===== src/rtl/loader_pkg.sv =====
// loader_pkg: shared types and constants for the UART program loader.
package loader_pkg;
    localparam int UART_DATA_BITS = 8;
    localparam int COUNT_BYTES    = 2;

    typedef enum logic [2:0] {
        COUNT_LO, COUNT_HI, WORD, WRITE, CHECKSUM, DONE, ERROR
    } loader_state_t;

    typedef enum logic [1:0] {RX_IDLE, RX_START, RX_DATA, RX_STOP} rx_state_t;

    function automatic logic [31:0] max_words(input int size);
        return 32'd1 << (size - 2);
    endfunction
endpackage


===== src/rtl/uart_receiver.sv =====
// uart_receiver: 8N1 receiver with input synchronizer, mid-bit sampling and
// false-start rejection; emits one-cycle byte_valid / framing_error pulses.
module uart_receiver
    import loader_pkg::*;
#(
    parameter int CLOCKS_PER_BIT = 868
) (
    input  logic       clock,
    input  logic       reset,
    input  logic       rx,
    output logic [7:0] byte_value,
    output logic       byte_valid,
    output logic       framing_error
);
    localparam int CW = $clog2(CLOCKS_PER_BIT);
    localparam int BW = $clog2(UART_DATA_BITS);

    rx_state_t state_q, state_d;
    logic [2:0]    sync_q;
    logic [CW-1:0] cnt_q, cnt_d;
    logic [BW-1:0] bit_q, bit_d;
    logic [7:0]    shift_q, shift_d;
    logic          valid_q, valid_d, ferr_q, ferr_d;
    logic          rx_s, fall, tick;

    // sync_q[1] is the synchronized line, sync_q[2] its previous value
    assign rx_s = sync_q[1];
    assign fall = sync_q[2] & ~sync_q[1];
    assign tick = cnt_q == CW'(CLOCKS_PER_BIT - 1);

    assign byte_value    = shift_q;
    assign byte_valid    = valid_q;
    assign framing_error = ferr_q;

    always_comb begin
        state_d = state_q;
        cnt_d   = cnt_q + 1'b1;
        bit_d   = bit_q;
        shift_d = shift_q;
        valid_d = 1'b0;
        ferr_d  = 1'b0;
        unique case (state_q)
            RX_IDLE: begin
                cnt_d   = '0;
                state_d = fall ? RX_START : RX_IDLE;
            end
            RX_START: if (cnt_q == CW'(CLOCKS_PER_BIT / 2 - 1)) begin
                cnt_d   = '0;
                bit_d   = '0;
                state_d = rx_s ? RX_IDLE : RX_DATA;
            end
            RX_DATA: if (tick) begin
                cnt_d   = '0;
                shift_d = {rx_s, shift_q[7:1]};
                bit_d   = bit_q + 1'b1;
                state_d = (bit_q == BW'(UART_DATA_BITS - 1)) ? RX_STOP : RX_DATA;
            end
            RX_STOP: if (tick) begin
                valid_d = rx_s;
                ferr_d  = ~rx_s;
                state_d = RX_IDLE;
            end
            default: state_d = RX_IDLE;
        endcase
    end

    always_ff @(posedge clock) begin
        if (reset) begin
            sync_q  <= 3'b111;
            state_q <= RX_IDLE;
            cnt_q   <= '0;
            bit_q   <= '0;
            shift_q <= '0;
            valid_q <= 1'b0;
            ferr_q  <= 1'b0;
        end else begin
            sync_q  <= {sync_q[1:0], rx};
            state_q <= state_d;
            cnt_q   <= cnt_d;
            bit_q   <= bit_d;
            shift_q <= shift_d;
            valid_q <= valid_d;
            ferr_q  <= ferr_d;
        end
    end
endmodule


===== src/rtl/program_loader.sv =====
// program_loader: receives a counted, XOR-checksummed program image over UART,
// writes it word by word into the instruction bank and releases the CPU on success.
module program_loader
    import loader_pkg::*;
#(
    parameter int CLOCKS_PER_BIT        = 868,
    parameter int INSTRUCTION_BANK_SIZE = 10
) (
    input  logic                             clock,
    input  logic                             reset,
    input  logic                             uart_rx,
    output logic [INSTRUCTION_BANK_SIZE-1:0] load_address,
    output logic                             load_write_enable,
    output logic [31:0]                      load_write_value,
    output logic                             cpu_hold,
    output logic                             load_done,
    output logic                             load_error,
    output logic [15:0]                      words_loaded
);
    loader_state_t state_q, state_d;
    logic [8*COUNT_BYTES-1:0]         count_q, count_d;
    logic [31:0]                      word_q, word_d, wval_q, wval_d;
    logic [1:0]                       idx_q, idx_d;
    logic [7:0]                       csum_q, csum_d;
    logic [15:0]                      words_q, words_d;
    logic [INSTRUCTION_BANK_SIZE-1:0] addr_q, addr_d;
    logic [7:0]                       rx_byte;
    logic                             rx_valid, rx_ferr;
    logic [15:0]                      n;

    uart_receiver #(.CLOCKS_PER_BIT(CLOCKS_PER_BIT)) u_rx (
        .clock        (clock),
        .reset        (reset),
        .rx           (uart_rx),
        .byte_value   (rx_byte),
        .byte_valid   (rx_valid),
        .framing_error(rx_ferr)
    );

    assign n                 = {rx_byte, count_q[7:0]};
    assign load_address      = addr_q;
    assign load_write_value  = wval_q;
    assign load_write_enable = state_q == WRITE;
    assign cpu_hold          = state_q != DONE;
    assign load_done         = state_q == DONE;
    assign load_error        = state_q == ERROR;
    assign words_loaded      = words_q;

    always_comb begin
        state_d = state_q;
        count_d = count_q;
        word_d  = word_q;
        idx_d   = idx_q;
        csum_d  = csum_q;
        words_d = words_q;
        addr_d  = addr_q;
        wval_d  = wval_q;
        if (rx_valid && state_q inside {COUNT_LO, COUNT_HI, WORD})
            csum_d = csum_q ^ rx_byte;
        unique case (state_q)
            COUNT_LO: if (rx_valid) begin
                count_d[7:0] = rx_byte;
                state_d      = COUNT_HI;
            end
            COUNT_HI: if (rx_valid) begin
                count_d = n;
                idx_d   = '0;
                state_d = (n == '0) ? CHECKSUM :
                          (32'(n) > max_words(INSTRUCTION_BANK_SIZE)) ? ERROR : WORD;
            end
            WORD: if (rx_valid) begin
                word_d[8*idx_q +: 8] = rx_byte;
                idx_d = idx_q + 1'b1;
                // Latch address and word now so they hold steady after the strobe
                if (idx_q == 2'd3) begin
                    addr_d  = INSTRUCTION_BANK_SIZE'({words_q, 2'b00});
                    wval_d  = {rx_byte, word_q[23:0]};
                    state_d = WRITE;
                end
            end
            WRITE: begin
                words_d = words_q + 16'd1;
                state_d = (words_q + 16'd1 == count_q) ? CHECKSUM : WORD;
            end
            CHECKSUM: if (rx_valid) state_d = (rx_byte == csum_q) ? DONE : ERROR;
            default: ;
        endcase
        if (rx_ferr && state_q != DONE && state_q != ERROR)
            state_d = ERROR;
    end

    always_ff @(posedge clock) begin
        if (reset) begin
            state_q <= COUNT_LO;
            count_q <= '0;
            word_q  <= '0;
            idx_q   <= '0;
            csum_q  <= '0;
            words_q <= '0;
            addr_q  <= '0;
            wval_q  <= '0;
        end else begin
            state_q <= state_d;
            count_q <= count_d;
            word_q  <= word_d;
            idx_q   <= idx_d;
            csum_q  <= csum_d;
            words_q <= words_d;
            addr_q  <= addr_d;
            wval_q  <= wval_d;
        end
    end
endmodule


===== config.mk =====
export PLATFORM = sky130hd
export DESIGN_NAME = program_loader
export DESIGN_NICKNAME = d
export VERILOG_FILES = /design/src/rtl/loader_pkg.sv /design/src/rtl/uart_receiver.sv /design/src/rtl/program_loader.sv
export SDC_FILE = /design/constraint.sdc
export NUM_CORES = 1
export LEC_CHECK = 0
export BUFFER_PORTS_ARGS = -buffer_cell sky130_fd_sc_hd__buf_2
export CAP_MARGIN = 30
export CORE_MARGIN = 4
export CORE_UTILIZATION = 30
export DETAILED_ROUTE_END_ITERATION = 10
export PLACE_DENSITY = 0.57
export SETUP_SLACK_MARGIN = 0.15
export SYNTH_ARGS = -nofsm -noshare
export SYNTH_HDL_FRONTEND = slang
export SYNTH_SLANG_ARGS = --single-unit
export TNS_END_PERCENT = 100

===== constraint.sdc =====
create_clock -name clock -period 5.3 [get_ports clock]
set_clock_uncertainty 0.2 [all_clocks]
set_input_delay 0.265 -clock clock [delete_from_list [all_inputs] [get_ports clock]]
set_output_delay 0.265 -clock clock [all_outputs]
set_load 0.02 [all_outputs]

Word-level counts from Yosys, hierarchy flattened
Cells that the tools add are included.
{ "classes": {"n_addsub": 5, "multipliers": 0, "div_mod_pow": 0, "order_cmp": 1, "n_eq_ne": 30, "shift": 2, "mux": 30, "bitwise_logic": 6, "reduce_logical": 23} }
{ "ops": {"columns": ["operator", "n"], "rows": [
  ["negator 5 -> 34 bit", 1],
  ["variable shift 8 x 34 -> 32 bit, first input constant", 1],
  ["indexed part select 8 x 34 -> 32 bit", 1],
  ["2-to-1 mux 3 bit", 11],
  ["bitwise mux 32 bit", 1],
  ["case mux 10 bit (3 select lines)", 1],
  ["2-to-1 mux 10 bit", 2],
  ["adder 16 x 1 -> 16 bit, second input constant", 1],
  ["equality test 16 bit", 1],
  ["greater-than comparator 16 x 9 -> 1 bit, second input constant", 1],
  ["logical NOT 16 bit", 1],
  ["!= test 2 x 1 -> 1 bit, second input constant", 8],
  ["case mux 8 bit (2 select lines)", 1],
  ["case mux 3 bit (5 select lines)", 1],
  ["AND reduction 3 bit", 5],
  ["2-to-1 mux 2 bit", 7],
  ["equality test 3 bit, second input constant", 4],
  ["!= test 3 x 1 -> 1 bit, second input constant", 4],
  ["AND reduction 6 bit", 2],
  ["adder 10 x 1 -> 10 bit, second input constant", 1],
  ["equality test 10 bit, second input constant", 1],
  ["equality test 10 x 9 -> 1 bit, second input constant", 1],
  ["equality test 8 bit", 1],
  ["2-to-1 mux 8 bit", 1],
  ["25 further kinds", 38]
]} }
{ "totals": {"regBits": 145, "latch_bits": 0, "ramBits": 0, "mem_bits_ro": 0, "wordCells": 114, "memories": 0} }

Longest topological paths before layout
{ "depth": {"depth_word": 6, "depth_mapped": 8} }

Modules after synthesis
Synthesis repeated with hierarchy kept, for this count alone.
{ "hier_totals": {"cells_unflattened": 772, "hier_area_um2": 6241.0} }
{ "by_module_without_submodules": {"columns": ["module", "instances", "cells_each", "area_per_inst_um2", "seq_area_each_um2"], "rows": [
  ["program_loader", 1, 638, 5037.3, 2182.1],
  ["uart_receiver", 1, 134, 1203.7, 560.5]
]} }

Worst setup path before layout
Ideal clock, no wire load.
{ "synth_path": {"kind": "reg-to-reg", "startpoint": "register words_q[0] (netlist: words_loaded[0])", "endpoint": "register state_q[1]", "setup_time_ns": 0.116, "t_arrival_ns": 2.324, "path_slack_ns": 2.660, "path_stages_with_launch": 8, "path_buffers": 0, "synth_period_minus_slack_ns": 2.640, "cell_sequence": "dfxtp_1 -> ha_1 -> nand3_4 -> xor2_1 -> nor4_1 -> o32ai_1 -> or4_1 -> a31o_1"} }
{ "synth_between": {"elab_chain_cells": 5} }
{ "synth_rtl": {"columns": ["element", "line_no", "rtl"], "rows": [
  ["from (decl)", "program_loader.sv:25", "logic [15:0] words_q, words_d;"],
  ["from (signal assigned)", "program_loader.sv:108", "words_q <= words_d;"],
  ["adder 16 x 1 -> 16 bit", "program_loader.sv:83", "state_d = (words_q + 16'd1 == count_q) ? CHECKSUM : WORD;"],
  ["equality test 16 bit", "program_loader.sv:83", null],
  ["2-to-1 mux 3 bit", "program_loader.sv:83", null],
  ["case mux 3 bit (5 select lines)", "program_loader.sv:60", "unique case (state_q)"],
  ["2-to-1 mux 3 bit", "program_loader.sv:88", "if (rx_ferr && state_q != DONE && state_q != ERROR)"],
  ["to (signal assigned)", "program_loader.sv:103", "state_q <= state_d;"],
  ["to (decl)", "program_loader.sv:20", "loader_state_t state_q, state_d;"]
]} }
No other way between the ends.
A chain may end at the register's enable or synchronous reset.

Worst setup path in the final report
Ends and elaborated chain as after synthesis.

==> results.yml <==
outcome:
  status: "complete, no violations"
layout:
  fin_nets: 820
  final_common_cell: "nand2_1"
  antennaDiodeCount: 0
  final_cell_mix: "nand2_1, dfxtp_1, a21oi_1"
  drive_gt1_share_pct: 12.9
  finish.instance_area_sq_um: 7260
  areaGrowthSynthToFinish_pct: 15.9
die:
  initial_core_util_pct: 30.8
  io_pins: 65
  core_area_sq_um: 20400
  fp.dieW_microns: 153
  dieArea_sq_um: 23300
  row_count: 52
  die_y_microns: 153
yosys:
  ys_ff_latch: 137
  synth_edf_count: 0
  yosysWarnings: 0
  ys_seq_area_share_pct: 43.8
  ys.flop_type: "dfxtp_1"
  ys_types: 61
  ys_async_sr_fraction_pct: 0
  syn_avg_cell_area_sq_um: 8.16
  syn-cell-area_sq_um: 6270
  netlist_instances: 768
clocking:
  cts.sinks: 137
  cts_tree: "yes"
  ctsRootBufferMaster: "clkbuf_16"
  clock_path_buffers: 2
  h-tree-depth: 4
  clkTransAtPathRegs_ns: 0.06
  insertion_delay_ns: 0.42
  cts_resized: 0
  cts-buffers-inserted: 17
route:
  drtIter0Drc: 346
  routed_wl_microns: 14900
  dr.pass1.iters: 6
  vias_per_cell: 4.79
  route.antenna.remaining_nets: 0
  wl_per_cell_microns: 13.7
  vias: 5181
  drc: 0
placed_design:
  detailed_place_hpwl_microns: 9720
  gp_congestion: 0.772
  io_buffers: 62
  place_area_sq_um: 6690
setup_path:
  crit_start: "words_loaded[0]"
  crit_family: "simple AND/OR/NAND/NOR gates"
  path_class: "flop to flop"
  critPathBufInv: 0
  rr_startpoint: "words_loaded[0]"
  cp_slowest_cell: "or4_1"
  cp-start-kind: "flop"
  arrival_ns: 2.93
  cp-end-kind: "flop"
  crit_chain: "ha_1 > nand3_4 > xor2_1 > nor4_1 > o32ai_1 > or4_1 > a31o_1"
  crit_required_ns: 5.41
  critPathMaxFanout: 9
  cpPeakStageDelay_ns: 0.57
global_routing:
  antenna_found_initial: 0
  grt_max_degree: 82
  grt_usage_pct: 13.0
  grt_pass1_wl_microns: 25200
  grt_pass1_vias: 4849
  grt.overflow.total: 0
worst_hold_path:
  min_from: "reset"
  hold_path.class: "input port to flop"
sta:
  rsz0062_at_grt: "no"
  slew_headroom_pct: 34.2
  fin_crit_ns: 2.81
  hold_violations: 0
  tns_ns: 0
  slew_violations: 0
  fin_crit_sh_pct: 53.1
  setup_viol: 0
  worst_pin_slew_ns: 0.984
  max_freq_mhz: 355
power_and_ir_drop:
  p_per_area_nw_per_um2: 303
  p_leak_nw: 2.74
  peakVddDrop_mv: 0.203
job:
  maxCapViolCount: 0
-- report_power, final --
group	internal [mW]	total, mW	switching [mW]
registers	1.03	1.03	0.00150
logic	0.00513	0.0264	0.0212
clock network	0.709	1.14	0.430
total	1.75	2.20	0.453
-- layer usage --
metal  part of all wire (%)  GRT usage [%]
met5                      0              0
met4                   0.97           3.69
met3                    4.2           3.41
met2                     47           21.1
met1                     48           17.3
-- cell families after synthesis --
| logic type | Yosys count | synth area share, % |
|---|---|---|
| AO/OA/AOI/OAI | 136 | 12.3 |
| XOR/XNOR | 58 | 8.10 |
| adder cells (fa/ha/maj) | 16 | 3.19 |
| buffers and inverters | 67 | 4.89 |
| flip-flops | 137 | 43.8 |
| multiplexers | 15 | 2.40 |
| other | 1 | 0.0598 |
| AND/OR/NAND/NOR | 338 | 25.3 |
-- final cells by class --
cell class / instances / area, sq um
Timing Repair Buffer: 66 / 345
Fill cell: 2136 / 13100
Sequential cell: 137 / 2740
Clock inverter: 8 / 97.6
Tap cell: 270 / 338
Multi-Input combinational cell: 565 / 3220
Clock buffer: 22 / 464
Inverter: 14 / 52.6
-- path summary, 6_finish.rpt --
path / to / slack (ns) / cells after the start
worst max-delay path: state_q[1] / 2.49 / 7
worst min register to register: u_rx.sync_q[1] / 0.21 / 1
worst max register to register: state_q[1] / 2.49 / 7
worst min-delay path: words_loaded[0] / 0.21 / 2
-- worst reg2reg max path, delay by kind of cell (launching register included) --
kind	cells	cell delay [ns]
and+or+nand+nor	3	1.02
DFF	1	0.54
adders and majority gates	1	0.39
AOI/OAI and AO/OA	2	0.36
xor gates and xnor gates	1	0.21
-- through the flow --
| stage | util (%) | total power [mW] | hold slack [ns] | std cells | setup slack, ns |
|---|---|---|---|---|---|
| 2_1_floorplan | - | 1.08 | 0.169 | 769 | 2.66 |
| 3_3_place_gp | 32.9 | 1.08 | 0.193 | 1051 | 2.58 |
| 3_5_place_dp | 32.9 | 1.08 | 0.194 | 1051 | 2.50 |
| 4_1_cts | 35.7 | 2.23 | 0.208 | 1082 | 2.49 |
| 5_1_grt | 35.7 | 2.27 | 0.229 | 1082 | 2.26 |
| 6_report | 35.7 | 2.20 | 0.209 | 1082 | 2.49 |
-- cell usage after synthesis, drive strengths merged, types with 2 or more instances --
cell type / n / area (sq um)
inv: 13 / 48.8
a311oi: 2 / 17.5
a22oi: 2 / 28.8
nor3: 7 / 35.0
xor2: 34 / 298
and2: 4 / 25.0
dfxtp: 137 / 2740
a31oi: 5 / 31.3
and3: 8 / 50.1
mux2i: 15 / 150
or2: 4 / 25.0
nor3b: 5 / 37.5
nand3: 42 / 228
o21ai: 15 / 75.1
or3: 4 / 25.0
or4: 2 / 18.8
nand4: 13 / 103
nor4: 10 / 62.6
a211oi: 4 / 30.0
a21oi: 94 / 470
nand4b: 3 / 26.3
nor4b: 2 / 17.5
nand2: 158 / 593
o41ai: 2 / 17.5
a31o: 2 / 17.5
nand2b: 2 / 12.5
nor2: 62 / 233
clkbuf: 40 / 163
nor2b: 6 / 37.5
ha: 16 / 200
buf: 13 / 91.3
xnor2: 24 / 210
and4: 2 / 17.5
-- flip-flops by register name, summed over array words and instances (netlist names), named ones only --
signal / count
count_q: 16
csum_q: 8
idx_q: 2
load_address: 8
load_write_value: 32
state_q: 3
u_rx.bit_q: 3
u_rx.byte_valid: 1
u_rx.byte_value: 8
u_rx.cnt_q: 10
u_rx.framing_error: 1
u_rx.state_q: 1
u_rx.sync_q: 3
word_q: 24
words_loaded: 16
-- timing repair --
item	CTS	global route
setup buffers	0	0
hold buffers	1	0
hold endpoints to repair	1	0
endpoints found under the setup margin	0	0
Note: power is estimated with default switching activity, not from simulation.
